`src/rtl/grant_owner_ctrl_if.sv`:
```
// grant_owner_ctrl_if: client, arbiter and shared-resource signals of grant_owner_ctrl
interface grant_owner_ctrl_if #(
    parameter int N  = 8,
    parameter int DW = 32
);
    localparam int OW = (N > 1) ? $clog2(N) : 1;
    logic [N-1:0]    cli_req;
    logic [N*DW-1:0] cli_data;
    logic [N-1:0]    cli_last;
    logic [N-1:0]    arb_req;
    logic [N-1:0]    arb_gnt;
    logic [N-1:0]    cli_ack;
    logic            res_valid;
    logic [DW-1:0]   res_data;
    logic            res_last;
    logic            res_ready;
    logic [OW-1:0]   res_owner;
    logic            busy;
    logic            err_multi_gnt;
    logic            timeout;
    modport master (
        input  cli_req, cli_data, cli_last, arb_gnt, res_ready,
        output arb_req, cli_ack, res_valid, res_data, res_last, res_owner, busy, err_multi_gnt, timeout
    );
    modport slave (
        output cli_req, cli_data, cli_last, arb_gnt, res_ready,
        input  arb_req, cli_ack, res_valid, res_data, res_last, res_owner, busy, err_multi_gnt, timeout
    );
endinterface

```
`src/rtl/grant_owner_ctrl.sv`:
```
// grant_owner_ctrl: latches the arbiter winner and holds the shared resource for its burst; `define HOLD_TIMEOUT_EN adds a forced release after MAX_HOLD LOCKED cycles
module grant_owner_ctrl #(
    parameter int N        = 8,
    parameter int DW       = 32,
    parameter int MAX_HOLD = 16
) (
    input logic               clk,
    input logic               rst_n,
    grant_owner_ctrl_if.master bus
);
    localparam int OW = (N > 1) ? $clog2(N) : 1;
    localparam logic [1:0] IDLE = 2'd0, LOCKED = 2'd1, RELEASE = 2'd2;
    if (N < 2 || (N & (N - 1)) != 0 || MAX_HOLD < 2) begin : g_bad_param
        $error("grant_owner_ctrl: N must be a power of 2 >= 2 and MAX_HOLD >= 2");
    end
    logic [1:0]    state;
    logic [OW-1:0] owner, gnt_idx;
    logic          idle, locked, gnt_multi, gnt_one, take, beat, done, tmo_hit, multi_q, tmo_q;
    always_comb begin
        gnt_idx = '0;
        for (int i = 0; i < N; i++) gnt_idx = bus.arb_gnt[i] ? OW'(i) : gnt_idx;
    end
    assign idle      = state == IDLE;
    assign locked    = state == LOCKED;
    assign gnt_multi = |(bus.arb_gnt & (bus.arb_gnt - N'(1)));
    assign gnt_one   = |bus.arb_gnt & ~gnt_multi;
    // a grant is only honoured if the winner still requests (stale grants are dropped)
    assign take      = idle & gnt_one & bus.cli_req[gnt_idx];
    assign beat      = bus.res_valid & bus.res_ready;
    assign done      = (beat & bus.res_last) | ~bus.cli_req[owner];
    assign bus.arb_req       = (idle && rst_n) ? bus.cli_req : '0;
    assign bus.busy          = !idle;
    assign bus.res_owner     = owner;
    assign bus.res_valid     = locked & bus.cli_req[owner];
    assign bus.res_data      = locked ? bus.cli_data[int'(owner)*DW +: DW] : '0;
    assign bus.res_last      = locked & bus.cli_last[owner];
    assign bus.cli_ack       = beat ? (N'(1) << owner) : '0;
    assign bus.err_multi_gnt = multi_q;
    assign bus.timeout       = tmo_q;
`ifdef HOLD_TIMEOUT_EN
    localparam int CW = $clog2(MAX_HOLD) + 1;
    logic [CW-1:0] hold_cnt;
    always_ff @(posedge clk) begin
        hold_cnt <= (!rst_n || !locked) ? '0 : hold_cnt + CW'(1);
    end
    // an accepted last beat or an abort in the final cycle is a normal release
    assign tmo_hit = locked & ~done & (hold_cnt == CW'(MAX_HOLD - 1));
`else
    assign tmo_hit = 1'b0;
`endif
    always_ff @(posedge clk) begin
        if (!rst_n) begin
            state   <= IDLE;
            owner   <= '0;
            multi_q <= 1'b0;
            tmo_q   <= 1'b0;
        end else begin
            state   <= idle ? (take ? LOCKED : IDLE) : locked ? ((done | tmo_hit) ? RELEASE : LOCKED) : IDLE;
            owner   <= take ? gnt_idx : owner;
            multi_q <= idle & gnt_multi;
            tmo_q   <= tmo_hit;
        end
    end
endmodule

```
`src/flat_wrapper.sv`:
```
// flat-port wrapper written by rule: the top's interface ports become plain ports
module grant_owner_ctrl_flat 
#(
    parameter int N        = 8,
    parameter int DW       = 32,
    parameter int MAX_HOLD = 16
)
  (clk, rst_n, bus_cli_req, bus_cli_data, bus_cli_last, bus_arb_gnt, bus_res_ready, bus_arb_req, bus_cli_ack, bus_res_valid, bus_res_data, bus_res_last, bus_res_owner, bus_busy, bus_err_multi_gnt, bus_timeout);
  grant_owner_ctrl_if #(.N(N), .DW(DW)) bus_i ();
  input logic clk;
  input logic rst_n;
  input wire logic [$bits(bus_i.cli_req)-1:0] bus_cli_req;
  input wire logic [$bits(bus_i.cli_data)-1:0] bus_cli_data;
  input wire logic [$bits(bus_i.cli_last)-1:0] bus_cli_last;
  input wire logic [$bits(bus_i.arb_gnt)-1:0] bus_arb_gnt;
  input wire logic [$bits(bus_i.res_ready)-1:0] bus_res_ready;
  output wire logic [$bits(bus_i.arb_req)-1:0] bus_arb_req;
  output wire logic [$bits(bus_i.cli_ack)-1:0] bus_cli_ack;
  output wire logic [$bits(bus_i.res_valid)-1:0] bus_res_valid;
  output wire logic [$bits(bus_i.res_data)-1:0] bus_res_data;
  output wire logic [$bits(bus_i.res_last)-1:0] bus_res_last;
  output wire logic [$bits(bus_i.res_owner)-1:0] bus_res_owner;
  output wire logic [$bits(bus_i.busy)-1:0] bus_busy;
  output wire logic [$bits(bus_i.err_multi_gnt)-1:0] bus_err_multi_gnt;
  output wire logic [$bits(bus_i.timeout)-1:0] bus_timeout;
  assign bus_i.cli_req = bus_cli_req;
  assign bus_i.cli_data = bus_cli_data;
  assign bus_i.cli_last = bus_cli_last;
  assign bus_i.arb_gnt = bus_arb_gnt;
  assign bus_i.res_ready = bus_res_ready;
  assign bus_arb_req = bus_i.arb_req;
  assign bus_cli_ack = bus_i.cli_ack;
  assign bus_res_valid = bus_i.res_valid;
  assign bus_res_data = bus_i.res_data;
  assign bus_res_last = bus_i.res_last;
  assign bus_res_owner = bus_i.res_owner;
  assign bus_busy = bus_i.busy;
  assign bus_err_multi_gnt = bus_i.err_multi_gnt;
  assign bus_timeout = bus_i.timeout;
  grant_owner_ctrl #(.N(N), .DW(DW), .MAX_HOLD(MAX_HOLD)) u_core (.clk(clk), .rst_n(rst_n), .bus(bus_i));
endmodule
```
`config.mk`:
```
export PLATFORM = sky130hd
export DESIGN_NAME = grant_owner_ctrl_flat
export DESIGN_NICKNAME = d
export VERILOG_FILES = /design/src/rtl/grant_owner_ctrl_if.sv /design/src/rtl/grant_owner_ctrl.sv /design/src/flat_wrapper.sv
export SDC_FILE = /design/constraint.sdc
export NUM_CORES = 1
export LEC_CHECK = 0
export ABC_AREA = 1
export CAP_MARGIN = 20
export CORE_AREA = 10 10 125 127
export CTS_BUF_LIST = sky130_fd_sc_hd__clkbuf_16
export CTS_CLUSTER_DIAMETER = 150
export CTS_CLUSTER_SIZE = 10
export DETAILED_ROUTE_END_ITERATION = 8
export DIE_AREA = 0 0 135 137
export HOLD_SLACK_MARGIN = 0.08
export PLACE_DENSITY_LB_ADDON = 0.3
export SKIP_LAST_GASP = 1
export SYNTH_ARGS = -nofsm -noshare
export SYNTH_HDL_FRONTEND = slang
export SYNTH_SLANG_ARGS = --single-unit
```
`constraint.sdc`:
```
create_clock -name clk -period 1.91 [get_ports clk]
set_input_delay 0.382 -clock clk [delete_from_list [all_inputs] [get_ports clk]]
set_output_delay 0.382 -clock clk [all_outputs]
set_load 0.01 [all_outputs]
```
# Word level (Yosys, flattened, before mapping)
# Cells that the tools add are included.
op_classes:
  multipliers: 0
  order_cmp: 2
  mux: 20
  add_sub_neg: 1
  n_eq_ne: 1
  reduce_logical: 5
  shift: 2
  div: 0
  bitwise_logic: 12
op_table:
  columns: ["op", "n"]
  rows:
  - ["$shiftx A256 B9 Y32", 1]
  - ["$mux W32", 1]
  - ["$mux W3", 6]
  - ["$mux W8", 2]
  - ["$reduce_or A8 Y1", 2]
  - ["$bmux W1 S3", 3]
  - ["$and A1 B1 Y1", 8]
  - ["$and A8 B8 Y8", 1]
  - ["$lt A3 B4 Y1 const B", 2]
  - ["$shl A1 B3 Y8 const A", 1]
  - ["$sub A8 B1 Y8 const B", 1]
  - ["$mux W2", 3]
  - ["$mux W1", 5]
  - ["$eq A2 B1 Y1 const B", 1]
  - ["$logic_not A2 Y1", 1]
  - ["$not A1 Y1", 2]
  - ["$logic_and A1 B1 Y1", 1]
  - ["$logic_not A1 Y1", 1]
  - ["$or A1 B1 Y1", 1]
word_totals:
  output_inout_bits: 56
  memories: 0
  ram_bits: 0
  romBits: 0
  latchBits: 0
  ff_bits: 6

# Logic depth before layout (Yosys ltp)
logic_depth:
  ltp_word: 12
  depth_mapped: 14
  mapped_depth_nobuf: 14

# Worst setup path after synthesis
# OpenSTA, ideal clock, no wires.
synth_path:
  kind: "register to output"
  startpoint: "register u_core.owner[0] (netlist: u_core.bus.res_owner[0])"
  endpoint: "output port bus_res_data[22]"
  path_stages_with_launch: 9
  path_buffers: 2
  setup_slack_ns: 0.060
  t_required_ns: 1.528
  arrival_ns: 1.468
  path_cell_list: "dfxtp_1 > nand2_2 > inv_2 > buf_6 > buf_6 > nand2_1 > nand3_1 > a211oi_1 > a211oi_1"
synth_via:
  elab_chain_len: 2
synth_rtl:
  columns: ["item", "line", "rtl"]
  rows:
  - ["from (decl)", "grant_owner_ctrl.sv:17", "logic [OW-1:0] owner, gnt_idx;"]
  - ["from (signal assigned)", "grant_owner_ctrl.sv:59", "owner <= take ? gnt_idx : owner;"]
  - ["$shiftx A256 B9 Y32", "grant_owner_ctrl.sv:35", "assign bus.res_data = locked ? bus.cli_data[int'(owner)*DW +: DW] : '0;"]
  - ["$mux W32", "grant_owner_ctrl.sv:35", null]
  - ["to (decl)", "flat_wrapper.sv:20", "output wire logic [$bits(bus_i.res_data)-1:0] bus_res_data;"]
# Every way passes these cells.

# Worst setup path after layout
layout_path:
  startpoint: "register u_core.owner[0] (netlist: u_core.bus.res_owner[0])"
  endpoint: "output port bus_res_data[0]"
# The elaborated chain is that of the path after synthesis.

==> flow_summary.json <==
{
  "setup_ws_ps": -299.9,
  "fin_util_pct": 58.49,
  "mostFrequentLayoutCells": "clkdlybuf4s50_1 (281), nand2_1 (154), buf_4 (82), a22oi_1 (41), buf_2 (37)",
  "die_y_um": 137,
  "hold_path_class": "flip-flop to flip-flop",
  "stdcell_area_sq_mm": 0.007654,
  "syn-num-nets": 747,
  "dieArea_sq_mm": 0.01850,
  "syn_inst": 464,
  "p_leak_uw": 0.003230,
  "setup_viol": 42,
  "coreArea_sq_mm": 0.01309,
  "finalHoldViolations": 0,
  "fin_worst_skew_ps": 3.720,
  "syn2layout_area_growth_pct": 191.3,
  "finalCritPeriodShare_pct": 115.7,
  "pre_cts_ws_ps": -601.5,
  "initialDrtViolationCount": 338,
  "drt_pre_antenna_iters": 4,
  "dp_hpwl_um": 16980,
  "max_clock_freq_mhz": 452.5,
  "yosys_warnings": 0,
  "grt_usage_pct": 21.80,
  "yosysUniqueCellTypes": 29,
  "synth.avg_cell_area_sq_um": 5.663,
  "fillers": 1182,
  "syn_area_sq_mm": 0.002628,
  "cts_hold_buffers": 0,
  "drv_cap": 0,
  "slew_violations": 0,
  "cts.clk_slew.worst_paths_ps": 40,
  "io_buffer_count": 337,
  "fin_total_pwr_uw": 1500,
  "drive_gt1_share_pct": 30.24,
  "start_kind": "flip-flop",
  "cts_tree": "yes",
  "num_vias": 5287,
  "worstPathArrival_ps": 1830,
  "yosysSeqAreaShare_pct": 4.571,
  "n_antenna_cell": 0,
  "wl_um": 23230,
  "yosysTopAreaCell": "nand2_1",
  "grt_pass1_vias": 5530,
  "clock-sinks": 6,
  "place_area_sq_mm": 0.006641,
  "failed_checks": "negative setup slack",
  "irDropWorstVdd_mv": 0.2164,
  "rsz0062_at_grt": "true",
  "die_w_um": 135,
  "synth.area.top_cells": "nand2_1 (23%), a22oi_1 (19%), a41oi_1 (7.3%)",
  "path_max_fanout": 7,
  "grt_pass1_wl_um": 32060,
  "timing.final.crit_period_ps": 2210,
  "cts_buffers": 3,
  "grt_max_degree": 34,
  "post_layout_nonfiller_instances": 1059,
  "layout_commonest_cell": "clkdlybuf4s50_1",
  "outcome": "finished, violations left",
  "start_util_pct": 20.08,
  "cts_buffer_depth": 2,
  "powerDensity_mw_per_mm2": 196.0,
  "drc": 0,
  "ys_seq_elements": 6,
  "rows": 42,
  "h-tree-depth": 1,
  "viasPerCell": 4.992,
  "clk_latency_ps": 240,
  "critPathCaptureType": "output pin",
  "yosysTopAreaCellShare_pct": 23.14,
  "routedWlPerCell_um": 21.94,
  "nNetsFinal": 1168,
  "dp_cells": 1007,
  "gp_congestion": 0.9119,
  "ios": 339,
  "grt_remaining_overflow": 0,
  "grt_antenna_before_repair": 0,
  "critPathKind": "flip-flop to output pin",
  "cp_data_required_time_ps": 1530,
  "ant_nets": 0,
  "cts_root_buffer": "clkbuf_16"
}
-- report_power, final --
part / leakage (uW) / internal [uW] / total (uW) / switching, uW
logic: 0.00314 / 704 / 1020 / 317
registers: 0.0000503 / 126 / 128 / 1.85
clock network: 0.0000370 / 270 / 351 / 81.2
-- Yosys cell counts, drive strengths merged --
cell / n
clkbuf: 8
a22oi: 68
inv: 33
a41oi: 22
nand4: 2
dfxtp: 6
nor2: 35
a21oi: 5
a211oi: 22
conb: 1
nand2: 165
buf: 31
o21ai: 28
a221oi: 11
nand3: 24
nor3: 3
-- logic make-up after synthesis --
logic type / count (synthesis) / synth area share (%)
DFF: 6 / 4.572
other: 1 / 0.1427
AOI/OAI and AO/OA: 156 / 46.00
buffers and inverters: 72 / 13.76
and+or+nand+nor: 229 / 35.52
-- layer usage --
metal  wire [um]  part of all wire (%)  track usage, %
met1        9006                    39           23.47
met2       11880                    51           40.84
met3        1864                   8.0           6.232
met4         478                   2.1           5.443
met5           0                     0               0
-- cell type report --
| class | count | area, sq um | area share, % |
|---|---|---|---|
| clock buffer | 3 | 75.07 | 0.9809 |
| sequential | 6 | 127.6 | 1.667 |
| inverter | 33 | 138.9 | 1.815 |
| tap | 176 | 220.2 | 2.877 |
| timing repair buffer | 455 | 4539 | 59.31 |
| multi-input combinational | 386 | 2552 | 33.35 |
-- through the flow --
| stage | TNS, ps | hold WS, ps |
|---|---|---|
| final | -8413 | 677.0 |
| after global routing | -12210 | 695.3 |
| after CTS | -7795 | 665.0 |
| after detailed placement | -24780 | 585.4 |
| after global placement | -22380 | 567.4 |
| after floorplan | 0 | 502.7 |
-- registers in the layout, summed over array words and instances, names as in the netlist --
name,cells
u_core.state,2
u_core.bus.res_owner,3
u_core.bus.err_multi_gnt,1
-- final timing paths --
kind                                 from                       to  slack (ps)  cells after the start
setup / recovery  u_core.bus.res_owner[0]          bus_res_data[0]        -300                      8
hold / removal    u_core.bus.res_owner[0]  u_core.bus.res_owner[0]         680                      3
setup reg to reg  u_core.bus.res_owner[0]          u_core.state[0]          10                     12
hold reg to reg   u_core.bus.res_owner[0]  u_core.bus.res_owner[0]         680                      3
-- critical path, stage by stage (launching register included) --
cell,delay [ps]
dfxtp_4,370
nand2_2,110
clkinv_4,100
buf_12,150
a22oi_1,210
nand2_1,150
o21ai_1,250
a41oi_1,70
buf_2,170
-- what timing repair did --
action                                 in CTS  in global routing
cloned                                      4                  9
endpoints found under the hold margin       0                  0
setup endpoints to repair                  51                 47
resized for setup                         239                 90
pin swaps                                  20                 40
setup buffers                              15                 22
Power figures use the tool's default switching activity.
